## src/rtl/param_register_file_if.sv

```systemverilog
// ============================================================================
// Module   : param_register_file_if
// Purpose  : Read, write, reserve and clear signal bundle for param_register_file.
// Revision : 1.0 - initial release
// ============================================================================
`default_nettype none

interface param_register_file_if #(
  parameter int DATA_WIDTH = 16,
  parameter int ADDR_WIDTH = 4
);
  logic [ADDR_WIDTH-1:0] read_register1;
  logic [ADDR_WIDTH-1:0] read_register2;
  logic [DATA_WIDTH-1:0] out1;
  logic [DATA_WIDTH-1:0] out2;
  logic                  busy1;
  logic                  busy2;
  logic                  regWrite_signal;
  logic [ADDR_WIDTH-1:0] write_register;
  logic [DATA_WIDTH-1:0] write_value;
  logic                  reserve_valid;
  logic [ADDR_WIDTH-1:0] reserve_register;
  logic                  clear_start;
  logic                  clear_busy;

  modport master (
    output read_register1, read_register2,
    output regWrite_signal, write_register, write_value,
    output reserve_valid, reserve_register, clear_start,
    input  out1, out2, busy1, busy2, clear_busy
  );

  modport slave (
    input  read_register1, read_register2,
    input  regWrite_signal, write_register, write_value,
    input  reserve_valid, reserve_register, clear_start,
    output out1, out2, busy1, busy2, clear_busy
  );
endinterface

`default_nettype wire

```

## src/rtl/param_register_file.sv

```systemverilog
// ============================================================================
// Module   : param_register_file
// Purpose  : Parametrised 2R/1W register file with busy scoreboard, optional
//            hardwired-zero r0 and sequenced clear. Define REGFILE_BYPASS_EN
//            to forward same-cycle write data onto the read ports.
// Revision : 1.0 - initial release
// ============================================================================
`default_nettype none

module param_register_file #(
  parameter int DATA_WIDTH = 16,
  parameter int ADDR_WIDTH = 4,
  parameter int ZERO_REG   = 0
) (
  input  wire logic            clock,
  input  wire logic            reset_n,
  param_register_file_if.slave rf
);

  localparam int                    DEPTH     = 2 ** ADDR_WIDTH;
  localparam logic [ADDR_WIDTH-1:0] c_last    = ADDR_WIDTH'(DEPTH - 1);
  localparam logic [ADDR_WIDTH-1:0] c_r0      = '0;
  localparam bit                    c_zero_en = (ZERO_REG != 0);

  typedef enum logic [0:0] {
    S_IDLE  = 1'b0,
    S_CLEAR = 1'b1
  } state_t;

  state_t                state_q, state_d;
  logic [ADDR_WIDTH-1:0] cnt_q, cnt_d;
  logic [DATA_WIDTH-1:0] regs_q [DEPTH];
  logic [DATA_WIDTH-1:0] regs_d [DEPTH];
  logic [DEPTH-1:0]      busy_q, busy_d;

  logic w_in_clear;
  logic w_start;
  logic w_wr_acc;
  logic w_rsv_acc;

  assign w_in_clear    = (state_q == S_CLEAR);
  assign rf.clear_busy = w_in_clear;

  // Clear engine owns the register file; host writes and reserves are dropped.
  assign w_wr_acc  = rf.regWrite_signal && !w_in_clear &&
                     !(c_zero_en && (rf.write_register == c_r0));
  assign w_rsv_acc = rf.reserve_valid && !w_in_clear &&
                     !(c_zero_en && (rf.reserve_register == c_r0));

  always_ff @(posedge clock or negedge reset_n) begin
    if (!reset_n) begin
      state_q <= S_IDLE;
      cnt_q   <= '0;
    end else begin
      state_q <= state_d;
      cnt_q   <= cnt_d;
    end
  end

  always_comb begin
    state_d = state_q;
    cnt_d   = cnt_q;
    w_start = 1'b0;
    case (state_q)
      S_IDLE: begin
        if (rf.clear_start) begin
          state_d = S_CLEAR;
          cnt_d   = '0;
          w_start = 1'b1;
        end
      end
      S_CLEAR: begin
        cnt_d = cnt_q + 1'b1;
        if (cnt_q == c_last) begin
          state_d = S_IDLE;
          cnt_d   = '0;
        end
      end
      default: begin
        state_d = S_IDLE;
        cnt_d   = '0;
      end
    endcase
  end

  // Reserve is applied after write so a same-edge reserve leaves the bit set.
  always_comb begin
    regs_d = regs_q;
    busy_d = busy_q;
    if (w_in_clear) begin
      regs_d[cnt_q] = '0;
    end else if (w_wr_acc) begin
      regs_d[rf.write_register] = rf.write_value;
      busy_d[rf.write_register] = 1'b0;
    end
    if (w_start) begin
      busy_d = '0;
    end else if (w_rsv_acc) begin
      busy_d[rf.reserve_register] = 1'b1;
    end
  end

  always_ff @(posedge clock or negedge reset_n) begin
    if (!reset_n) begin
      for (int i = 0; i < DEPTH; i++) begin
        regs_q[i] <= '0;
      end
      busy_q <= '0;
    end else begin
      regs_q <= regs_d;
      busy_q <= busy_d;
    end
  end

  always_comb begin
    rf.out1  = regs_q[rf.read_register1];
    rf.busy1 = busy_q[rf.read_register1];
    rf.out2  = regs_q[rf.read_register2];
    rf.busy2 = busy_q[rf.read_register2];
`ifdef REGFILE_BYPASS_EN
    if (w_wr_acc && (rf.read_register1 == rf.write_register)) begin
      rf.out1  = rf.write_value;
      rf.busy1 = 1'b0;
    end
    if (w_wr_acc && (rf.read_register2 == rf.write_register)) begin
      rf.out2  = rf.write_value;
      rf.busy2 = 1'b0;
    end
`else
`endif
    if (c_zero_en && (rf.read_register1 == c_r0)) begin
      rf.out1  = '0;
      rf.busy1 = 1'b0;
    end
    if (c_zero_en && (rf.read_register2 == c_r0)) begin
      rf.out2  = '0;
      rf.busy2 = 1'b0;
    end
  end

endmodule

`default_nettype wire

```

## src/flat_wrapper.sv

```systemverilog
// flat-port wrapper written by rule: the top's interface ports become plain ports
module param_register_file_flat 
#(
  parameter int DATA_WIDTH = 16,
  parameter int ADDR_WIDTH = 4,
  parameter int ZERO_REG   = 0
)
  (clock, reset_n, rf_read_register1, rf_read_register2, rf_regWrite_signal, rf_write_register, rf_write_value, rf_reserve_valid, rf_reserve_register, rf_clear_start, rf_out1, rf_out2, rf_busy1, rf_busy2, rf_clear_busy);
  param_register_file_if #(.DATA_WIDTH(DATA_WIDTH), .ADDR_WIDTH(ADDR_WIDTH)) rf_i ();
  input  wire logic clock;
  input  wire logic reset_n;
  input wire logic [$bits(rf_i.read_register1)-1:0] rf_read_register1;
  input wire logic [$bits(rf_i.read_register2)-1:0] rf_read_register2;
  input wire logic [$bits(rf_i.regWrite_signal)-1:0] rf_regWrite_signal;
  input wire logic [$bits(rf_i.write_register)-1:0] rf_write_register;
  input wire logic [$bits(rf_i.write_value)-1:0] rf_write_value;
  input wire logic [$bits(rf_i.reserve_valid)-1:0] rf_reserve_valid;
  input wire logic [$bits(rf_i.reserve_register)-1:0] rf_reserve_register;
  input wire logic [$bits(rf_i.clear_start)-1:0] rf_clear_start;
  output wire logic [$bits(rf_i.out1)-1:0] rf_out1;
  output wire logic [$bits(rf_i.out2)-1:0] rf_out2;
  output wire logic [$bits(rf_i.busy1)-1:0] rf_busy1;
  output wire logic [$bits(rf_i.busy2)-1:0] rf_busy2;
  output wire logic [$bits(rf_i.clear_busy)-1:0] rf_clear_busy;
  assign rf_i.read_register1 = rf_read_register1;
  assign rf_i.read_register2 = rf_read_register2;
  assign rf_i.regWrite_signal = rf_regWrite_signal;
  assign rf_i.write_register = rf_write_register;
  assign rf_i.write_value = rf_write_value;
  assign rf_i.reserve_valid = rf_reserve_valid;
  assign rf_i.reserve_register = rf_reserve_register;
  assign rf_i.clear_start = rf_clear_start;
  assign rf_out1 = rf_i.out1;
  assign rf_out2 = rf_i.out2;
  assign rf_busy1 = rf_i.busy1;
  assign rf_busy2 = rf_i.busy2;
  assign rf_clear_busy = rf_i.clear_busy;
  param_register_file #(.DATA_WIDTH(DATA_WIDTH), .ADDR_WIDTH(ADDR_WIDTH), .ZERO_REG(ZERO_REG)) u_core (.clock(clock), .reset_n(reset_n), .rf(rf_i));
endmodule
```

## config.mk

```make
export PLATFORM = sky130hd
export DESIGN_NAME = param_register_file_flat
export DESIGN_NICKNAME = d
export VERILOG_FILES = /design/src/rtl/param_register_file_if.sv /design/src/rtl/param_register_file.sv /design/src/flat_wrapper.sv
export SDC_FILE = /design/constraint.sdc
export NUM_CORES = 1
export LEC_CHECK = 0
export BUFFER_PORTS_ARGS = -buffer_cell sky130_fd_sc_hd__buf_2
export CAP_MARGIN = 5
export CORE_MARGIN = 2
export CORE_UTILIZATION = 35
export CTS_CLUSTER_DIAMETER = 150
export CTS_CLUSTER_SIZE = 10
export DETAILED_ROUTE_END_ITERATION = 16
export MAX_ROUTING_LAYER = met4
export PLACE_DENSITY = 0.61
export SLEW_MARGIN = 0
export SYNTH_ARGS = -nofsm -noshare
export SYNTH_HDL_FRONTEND = slang
export SYNTH_SLANG_ARGS = --single-unit
```

## constraint.sdc

```tcl
create_clock -name clock -period 4.6 [get_ports clock]
set_input_delay 0 -clock clock [delete_from_list [all_inputs] [get_ports clock]]
set_output_delay 0 -clock clock [all_outputs]
set_load 0.03 [all_outputs]
```

==> impl_metrics.csv, run 1 <==
group,metric,value,unit
run_status,status,"completed",
grt,grt_pass1_vias,12700,
worst_setup_path,worst_path_max_delay_cell,"nor2b_2",
worst_setup_path,end_kind,"flop",
clock_network,cts_resized,0,
min_path,min-delay-start,"rf_clear_start",
sta,fin_crit_sh,0.671,
worst_setup_path,cp.required,5.01,ns
final_layout,final_area,17200,um2
grt,grt_util_all_layers,0.235,
min_path,hold_path.class,"primary input to flop",
clock_network,postCtsSetupBuffers,0,
sta,worst_slew_pin_slew,1.31,ns
yosys,ys_seq_area_frac,0.455,
drt,via_per_inst,5.87,
yosys,synth_top_cell_area_share,0.455,
die,die-height,213,um
yosys,synthMuxAreaShare,0.201,
yosys,yosys.area.top_type,"dfrtp_1",
worst_setup_path,critPathMaxFanout,32,
yosys,synth_warnings,0,
worst_setup_path,crit_path_start_kind,"flop",
worst_setup_path,cp_num_buf_inv,0,
clock_network,cts_root_buffer,"clkbuf_16",
final_layout,drive_above_1_share,0.180,
yosys,synth_top_family_by_area,"multiplexers",
grt,grt_max_degree,173,
worst_setup_path,r2r_slack,1.51,ns
yosys,yosys.area_share.adder,0.00328,
sta,rsz0062_at_grt,"no",
final_layout,syn2layout_area_growth,12.5,%
clock_network,cts.path.max_buffers,3,
drt,drt_iter0_drc,1637,
yosys,syn_nets,1609,
power_and_ir_drop,ir_worst_vdd,0.299,mV
sta,skew,0.0164,ns
yosys,yosysMostFrequentCell,"nand2_1",
min_path,hold_path_end,"u_core.cnt_q[1]",
yosys,yosys.area_share.simple,0.201,
worst_setup_path,r2r_cells,3,
drt,ant_nets,0,
power_and_ir_drop,power_leakage,7.59,nW
placed_design,placed_area,16000,um2
die,fp.dieArea,45200,um2
yosys,synth_xor_area_frac,0.000574,
sta,drv_slew,0,
power_and_ir_drop,cellPowerDensity,524,nW/um2
flow_run,maxCapViolCount,0,
clock_network,clk_latency,0.59,ns
die,core_area,43100,um2
final_layout,diodes,0,
sta,hold_violations,0,
worst_setup_path,rr_startpoint,"u_core.rf.clear_busy",
drt,via_count,12700,
final_layout,nets,1625,
worst_setup_path,criticalPathCategory,"flop to flop",
grt,overflow,0,
die,initial_core_util,0.354,
final_layout,fin_util,0.398,
worst_setup_path,crit_family,"simple AND/OR/NAND/NOR gates",
sta,tns,0,ns
yosys,synth_compound_area_frac,0.0984,
die,io_pins,72,
drt,drc_errors,0,
clock_network,clkTransAtPathRegs,0.06,ns
sta,timing.final.crit_period,3.09,ns
placed_design,gp_congestion,0.895,
worst_setup_path,worstPathArrival,3.49,ns
min_path,holdPathStages,3,
yosys,synth_flop_cell,"dfrtp_1",
placed_design,hpwl,30700,um
drt,detail_route.wl_per_cell,23.3,um
yosys,synthTopCellsByCount,"nand2_1 (579), dfrtp_1 (277), o21ai_0 (157)",
sta,setup_viol,0,
sta,maxSlewHeadroom,0.128,
clock_network,htreeDepth,1,
drt,firstDrtPassIters,6,
yosys,synth_edf_count,0,
clock_network,cts_tree,"done",
grt,grt_pass1_wl,77200,um
clock_network,numCtsBuffers,31,
yosys,netlist_area,15200,um2
grt,antenna_found_initial,0,
placed_design,place.port_buffers,71,
drt,finalWirelength,50600,um
sta,max_freq,0.324,GHz
die,die_w,213,um
yosys,synth_cell_types,38,
yosys,syn_area_per_cell,9.72,um2
worst_setup_path,path_cells,"nor4bb_1 -> nor2b_2 -> o21ai_0",
yosys,synthCells,1568,
worst_setup_path,cp_slowest_stage_delay,1.10,ns
yosys,ys_top_cells_by_area,"dfrtp_1 (45%), mux4_2 (20%), nand2_1 (14%)",
worst_setup_path,rr_endpoint,"u_core.regs_q[136]",
yosys,ys_ff_latch,277,
clock_network,numClockSinks,277,
yosys,synth-async-reset-ratio,1.00,
die,rows,76,
where the power goes:
part | internal (mW) | switching (mW) | total [mW]
Combinational | 1.25 | 1.60 | 2.85
Sequential | 3.32 | 0.679 | 4.00
Clock | 1.18 | 0.974 | 2.15
Total | 5.74 | 3.25 | 8.99
worst reg2reg max path: stages (launching register included):
cell	delay, ns
dfrtp_1	0.61
nor4bb_1	0.93
nor2b_2	1.10
o21ai_0	0.27
metrics by stage:
step	total power [mW]	cells	hold WS, ns	setup slack (ns)
2_1_floorplan	5.85	1568	-0.296	2.92
3_3_place_gp	6.66	2102	-0.0292	1.66
3_5_place_dp	6.81	2102	-0.0239	1.54
4_1_cts	8.97	2169	0.167	1.54
5_1_grt	9.46	2169	0.205	1.18
6_report	8.99	2169	0.184	1.51
repair_timing:
| action | CTS | global route |
|---|---|---|
| hold buffers | 34 | 0 |
| setup endpoints to repair | 0 | 0 |
| endpoints found under the hold margin | 381 | 0 |
state kept, by name (all words and copies together) (netlist names):
name,flops
u_core.rf.clear_busy,1
u_core.busy_q,16
u_core.regs_q,256
u_core.cnt_q,4
final cells by class:
| type | instances | area, um2 |
|---|---|---|
| fill | 4117 | 25900 |
| multi-input combinational | 1140 | 7720 |
| sequential | 277 | 6930 |
| timing repair buffer | 130 | 958 |
| clock buffer | 31 | 776 |
| tap | 585 | 732 |
| inverter | 4 | 15.0 |
| clock inverter | 2 | 13.8 |
per-layer routing:
| metal | track usage | share of wire |
|---|---|---|
| met1 | 0.328 | 0.42 |
| met5 | - | 0 |
| met3 | 0.0435 | 0.10 |
| met2 | 0.343 | 0.44 |
| met4 | 0.0827 | 0.037 |
how the worst max path moves through the flow:
stage | from | endpoint | slack (ns) | depth (start not counted)
floorplan | u_core.rf.clear_busy | u_core.regs_q[252] | 2.92 | 4
global placement | u_core.rf.clear_busy | u_core.regs_q[133] | 1.66 | 3
detailed placement | u_core.rf.clear_busy | u_core.regs_q[136] | 1.54 | 3
CTS | u_core.rf.clear_busy | u_core.regs_q[136] | 1.54 | 3
global route | u_core.rf.clear_busy | u_core.regs_q[137] | 1.18 | 3
finish | u_core.rf.clear_busy | u_core.regs_q[136] | 1.51 | 3
cells in the final DEF, fill, tap and decap left out, drive strengths merged, types with 2 or more instances in the layout:
| master | instances |
|---|---|
| nor2b | 10 |
| o21ai | 166 |
| dlygate4sd3 | 33 |
| nor3 | 3 |
| ha | 4 |
| nor3b | 2 |
| mux4 | 136 |
| clkbuf | 31 |
| and2 | 5 |
| nor2 | 27 |
| dfrtp | 277 |
| nor4bb | 2 |
| and4b | 2 |
| buf | 97 |
| nand3 | 101 |
| nand2 | 579 |
| a22oi | 79 |
| nand2b | 2 |
| and3b | 2 |
| o31ai | 3 |
| inv | 5 |
| a21oi | 6 |
| a21o | 2 |
kinds of logic after synthesis:
family,after synthesis
compound gates,257
buf+inv,151
flops,277
fa+ha+maj,4
simple gates,742
mux,136
xor+xnor,1
(Power assumes the default switching activity.)
==> run 2, diff against run 1 <==
--- a/config.mk
+++ b/config.mk
@@ -13,7 +13,7 @@
 export CTS_CLUSTER_SIZE = 10
 export DETAILED_ROUTE_END_ITERATION = 16
 export MAX_ROUTING_LAYER = met4
-export PLACE_DENSITY = 0.61
+export PLACE_DENSITY = 0.63
 export SLEW_MARGIN = 0
 export SYNTH_ARGS = -nofsm -noshare
 export SYNTH_HDL_FRONTEND = slang
==> constraint.sdc (replaced) <==
create_clock -name clock -period 2.7 [get_ports clock]
set_input_delay 0 -clock clock [delete_from_list [all_inputs] [get_ports clock]]
set_output_delay 0 -clock clock [all_outputs]
set_load 0.03 [all_outputs]
==> run 2 against run 1 <==
The flow now finishes with violations (hold timing). Die area unchanged. Sequential power is 71% higher. Power increased by 71%. Flip-flop and latch count stayed put. Non-clock buffer count is 41 higher. Largest cell class unchanged.
==> impl_metrics.csv, run 2 (same netlist as run 1, synthesis figures left out) <==
group,metric,value,unit
final_layout,final_common_cell,"nand2_1",
drt,drt_iter0_drc,1561,
grt,grt_pass1_vias,13200,
drt,firstDrtPassIters,7,
power_and_ir_drop,combPwrFrac,0.320,
drt,via_per_inst,5.80,
worst_setup_path,crit_path_start_kind,"flop",
clock_network,clk_latency,0.57,ns
power_and_ir_drop,power_leakage,7.81,nW
grt,grt_pass1_wl,79600,um
clock_network,numClockSinks,277,
sta,drv_slew,0,
drt,via_count,12800,
power_and_ir_drop,ir_worst_vdd,0.437,mV
clock_network,cts_tree,"done",
die,initial_core_util,0.354,
sta,skew,0.0104,ns
drt,ant_nets,0,
run_status,status,"complete, but fails checks",
sta,hold_violations,2,
sta,max_freq,0.431,GHz
sta,timing.hold.ws,-0.00809,ns
final_layout,nets,1666,
power_and_ir_drop,netSwitchingPower,5.53,mW
worst_setup_path,critPathMaxFanout,14,
final_layout,largest_register_ffs,256,
drt,finalWirelength,51400,um
flow_run,maxCapViolCount,0,
grt,grt_util_all_layers,0.240,
clock_network,postCtsSetupBuffers,0,
placed_design,hpwl,32800,um
drt,drc_errors,0,
clock_network,clkTransAtPathRegs,0.06,ns
die,core_area,43100,um2
grt,overflow,0,
sta,worst_slew_pin_slew,0.923,ns
sta,timing.final.crit_period,2.32,ns
die,die_w,213,um
final_layout,fill_cells,4181,
power_and_ir_drop,cellPowerDensity,880,nW/um2
final_layout,top_register,"u_core.regs_q",
placed_design,place.port_buffers,71,
final_layout,most-common-layout-cells,"nand2_1 (579), dfrtp_1 (277), o21ai_0 (157)",
final_layout,drive_above_1_share,0.202,
die,fp.dieArea,45200,um2
die,io_pins,72,
final_layout,top_regs,"u_core.regs_q x256, u_core.busy_q x16, u_core.cnt_q x4",
min_path,hold_path.class,"primary input to async pin",
die,die-height,213,um
power_and_ir_drop,p_sw_frac,0.359,
final_layout,register_area,6930,um2
sta,maxSlewHeadroom,0.383,
worst_setup_path,end_kind,"flop",
placed_design,gp_congestion,0.878,
clock_network,cts_resized,0,
worst_setup_path,worstPathArrival,2.81,ns
run_status,violations,"hold timing",
clock_network,cts_root_buffer,"clkbuf_16",
final_layout,syn2layout_area_growth,14.8,%
clock_network,numCtsBuffers,31,
sta,fin_crit_sh,0.860,
power_and_ir_drop,power_frac_seq,0.443,
power_and_ir_drop,internal-power,9.88,mW
sta,rsz0062_at_grt,"no",
grt,grt_max_degree,82,
sta,setup_viol,0,
power_and_ir_drop,power.share.clock,0.236,
clock_network,cts.path.max_buffers,3,
final_layout,multi_input_area,7730,um2
worst_setup_path,criticalPathCategory,"flop to flop",
die,rows,76,
drt,detail_route.wl_per_cell,23.2,um
clock_network,htreeDepth,1,
worst_setup_path,cp.required,3.19,ns
grt,antenna_found_initial,1,
sta,tns,0,ns
[run 2: area by class of cell]
cell class	instances	area share
Inverter	4	0.000858
Timing Repair Buffer	171	0.0746
Clock inverter	2	0.000786
Clock buffer	31	0.0443
Antenna cell	1	0.000143
Multi-Input combinational cell	1140	0.441
Tap cell	585	0.0418
Sequential cell	277	0.396
[run 2: what timing repair did]
item                                    4_1_cts  5_1_grt
hold buffers                                 32        0
endpoints found under the setup margin        0        0
endpoints found under the hold margin       521        0
[run 2: metal layers]
layer	vias to the layer above	wire, um	track usage	part of all wire
met1	6387	20900	0.326	0.41
met3	113	5270	0.0499	0.10
met2	741	23700	0.365	0.46
met4	0	1530	0.0738	0.030
met5	-	0	-	0
li1	5588	-	-	-
[run 2: final timing paths]
kind	startpoint	end	slack [ns]	depth (start not counted)
max in group asynchronous	reset_n	u_core.regs_q[22]	1.78	3
worst min register to register	u_core.regs_q[81]	u_core.regs_q[81]	0.52	2
worst max register to register	u_core.rf.clear_busy	u_core.busy_q[14]	0.38	5
worst max-delay path	u_core.rf.clear_busy	u_core.busy_q[14]	0.38	5
min in group clock	rf_write_register[3]	u_core.busy_q[12]	0.05	5
worst min-delay path	reset_n	u_core.regs_q[103]	-0.008	2
[run 2: worst max-delay path: stages (launching register included)]
cell,delay [ns]
dfrtp_1,0.50
buf_4,0.24
nor4bb_1,0.68
nand3_1,0.13
dlygate4sd3_1,0.58
a21oi_1,0.12
[run 2: through the flow]
step                      setup slack [ns]  cells  total power, mW  cell area (um2)  utilization
after floorplan                       1.02   1568             9.97            15200            -
after global placement               0.737   2145             11.4            16400        0.381
after detailed placement             0.686   2145             11.7            16400        0.381
after CTS                            0.382   2210             15.4            17500        0.406
after global routing                 0.187   2211             16.2            17500        0.406
final                                0.378   2211             15.4            17500        0.406
[run 2: power by group through the flow]
stage               Combinational [mW]  Clock (mW)  Sequential (mW)
floorplan                         3.52           0             6.45
global route                      5.39        3.83             7.01
detailed placement                4.87           0             6.83
CTS                               4.92        3.68             6.78
global placement                  4.73           0             6.71
finish                            4.93        3.64             6.83
==> run 3, diff against run 2 <==
--- a/config.mk
+++ b/config.mk
@@ -7,13 +7,15 @@
 export LEC_CHECK = 0
 export BUFFER_PORTS_ARGS = -buffer_cell sky130_fd_sc_hd__buf_2
 export CAP_MARGIN = 5
+export CELL_PAD_IN_SITES_DETAIL_PLACEMENT = 1
+export CELL_PAD_IN_SITES_GLOBAL_PLACEMENT = 2
 export CORE_MARGIN = 2
 export CORE_UTILIZATION = 35
 export CTS_CLUSTER_DIAMETER = 150
 export CTS_CLUSTER_SIZE = 10
 export DETAILED_ROUTE_END_ITERATION = 16
 export MAX_ROUTING_LAYER = met4
-export PLACE_DENSITY = 0.63
+export PLACE_DENSITY = 0.85
 export SLEW_MARGIN = 0
 export SYNTH_ARGS = -nofsm -noshare
 export SYNTH_HDL_FRONTEND = slang
==> run 3 against run 2 <==
The run now ends clean. Largest cell class unchanged. Sequential share of layout area up 0.057 points. Critical endpoint is now u_core.busy_q[13]. Combinational power rose by 1%. Register-to-register slack about the same. Critical path depth unchanged. First-iteration DRC count decreased by 16%. Clock power grew 2%. Sequential power increased by 1%. Hold slack improved by 0.038 ns. Clock skew rose by 0.0075 ns. Design area shrank 0.14%. Die area did not move. Worst setup slack improved by 0.014 ns.
==> impl_metrics.csv, run 3 (same netlist as run 1, synthesis figures left out) <==
group,metric,value,unit
final_layout,syn2layout_area_growth,14.6,%
final_layout,diodes,0,
sta,timing.final.crit_period,2.31,ns
worst_setup_path,cp.required,3.20,ns
die,initial_core_util,0.354,
worst_setup_path,r2r_cells,5,
clock_network,clkTransAtPathRegs,0.06,ns
sta,skew,0.0179,ns
sta,drv_slew,0,
die,die_w,213,um
final_layout,most-common-layout-cells,"nand2_1 (579), dfrtp_1 (277), o21ai_0 (157)",
drt,wl_met3,3540,um
sta,fin_crit_sh,0.855,
worst_setup_path,worstPathArrival,2.80,ns
grt,grt_util_all_layers,0.266,
grt,grt_pass1_wl,87000,um
drt,via_count,13100,
clock_network,cts_root_buffer,"clkbuf_16",
final_layout,nets,1664,
flow_run,maxCapViolCount,0,
clock_network,clk_latency,0.59,ns
power_and_ir_drop,ir_worst_vdd,0.503,mV
sta,worst_slew_pin_slew,0.986,ns
drt,finalWirelength,57000,um
final_layout,top_register,"u_core.regs_q",
final_layout,fin_util,0.406,
placed_design,place.port_buffers,71,
sta,timing.hold.ws,0.0303,ns
clock_network,numClockSinks,277,
final_layout,drive_above_1_share,0.201,
worst_setup_path,critPathMaxFanout,25,
sta,maxSlewHeadroom,0.343,
sta,setup_viol,0,
die,fp.dieArea,45200,um2
placed_design,hpwl,36600,um
die,core_area,43100,um2
power_and_ir_drop,power_leakage,7.80,nW
min_path,hold_path.class,"primary input to async pin",
worst_setup_path,rr_endpoint,"u_core.busy_q[13]",
worst_setup_path,r2r_slack,0.39,ns
clock_network,numCtsBuffers,31,
grt,overflow,0,
worst_setup_path,rr_startpoint,"u_core.rf.clear_busy",
worst_setup_path,crit_path_start_kind,"flop",
drt,via_per_inst,5.95,
drt,drt_iter0_drc,1311,
sta,tns,0,ns
clock_network,postCtsSetupBuffers,0,
sta,rsz0062_at_grt,"no",
drt,top_layer,"met4",
sta,hold_violations,0,
die,io_pins,72,
drt,met2_length,28300,um
clock_network,htreeDepth,1,
drt,met1Wirelength,23200,um
grt,grt_pass1_vias,14000,
placed_design,dp_slack,0.520,ns
drt,drc_errors,0,
final_layout,largest_register_ffs,256,
grt,grt_max_degree,85,
clock_network,cts_tree,"done",
placed_design,gp_congestion,0.899,
die,rows,76,
final_layout,top_regs,"u_core.regs_q x256, u_core.busy_q x16, u_core.cnt_q x4",
worst_setup_path,criticalPathCategory,"flop to flop",
clock_network,cts.path.max_buffers,3,
drt,ant_nets,0,
run_status,status,"completed",
die,die-height,213,um
sta,max_freq,0.433,GHz
sta,timing.final.ws_setup,0.393,ns
drt,detail_route.wl_per_cell,25.8,um
final_layout,final_common_cell,"nand2_1",
grt,antenna_found_initial,0,
power_and_ir_drop,cellPowerDensity,894,nW/um2
drt,firstDrtPassIters,5,
worst_setup_path,end_kind,"flop",
## run 3: cell types whose count changed in the layout (fill, tap and decap cells not counted)
cell and change:
buf_4 -1, diode_2 -1, dlygate4sd3_1 -1, nor2_1 +2, nor2_2 -2
## run 3: worst max-delay path, cell delays in order (launching register included)
cell and delay (ns):
dfrtp_1 0.64, or3b_2 0.60, nor2_1 0.17, nand2_1 0.07, dlygate4sd3_1 0.56, a21oi_1 0.17
## run 3: report_power, final
| group | leakage (nW) | switching, mW | internal [mW] |
|---|---|---|---|
| clock | 0.390 | 1.72 | 2.00 |
| combinational | 3.74 | 2.79 | 2.20 |
| sequential | 3.67 | 1.26 | 5.65 |
| total | 7.80 | 5.77 | 9.86 |
## run 3: repair_timing
item / in CTS / in global routing
endpoints found under the hold margin: 428 / 0
gates resized for setup: 0 / 0
hold buffers: 31 / 0
## run 3: cell type report
cell class	count	area (um2)
Tap cell	585	732
Sequential cell	277	6930
Clock inverter	2	13.8
Fill cell	4828	25600
Clock buffer	31	776
Timing Repair Buffer	169	1290
Multi-Input combinational cell	1140	7720
Inverter	4	15.0
## run 3: metal layers
layer  GRT usage  vias to the layer above
met5           -                        -
met1       0.333                     6939
met3      0.0387                      125
li1            -                     5571
met4      0.0957                        0
met2       0.441                      495
## run 3: stage by stage
| step | instances | instance area (um2) | power, mW |
|---|---|---|---|
| 2_1_floorplan | 1568 | 15200 | 9.97 |
| 3_3_place_gp | 2144 | 16400 | 11.5 |
| 3_5_place_dp | 2144 | 16400 | 11.9 |
| 4_1_cts | 2208 | 17500 | 15.6 |
| 5_1_grt | 2208 | 17500 | 16.5 |
| 6_report | 2208 | 17500 | 15.6 |
## run 3: worst max path at each step
stage | start | to | depth (start not counted)
4_1_cts | u_core.regs_q[123] | rf_out2[11] | 4
2_1_floorplan | u_core.rf.clear_busy | u_core.regs_q[252] | 4
6_report | u_core.rf.clear_busy | u_core.busy_q[13] | 5
5_1_grt | u_core.rf.clear_busy | u_core.regs_q[247] | 4
3_3_place_gp | u_core.rf.clear_busy | u_core.regs_q[248] | 4
3_5_place_dp | u_core.rf.clear_busy | u_core.regs_q[247] | 4
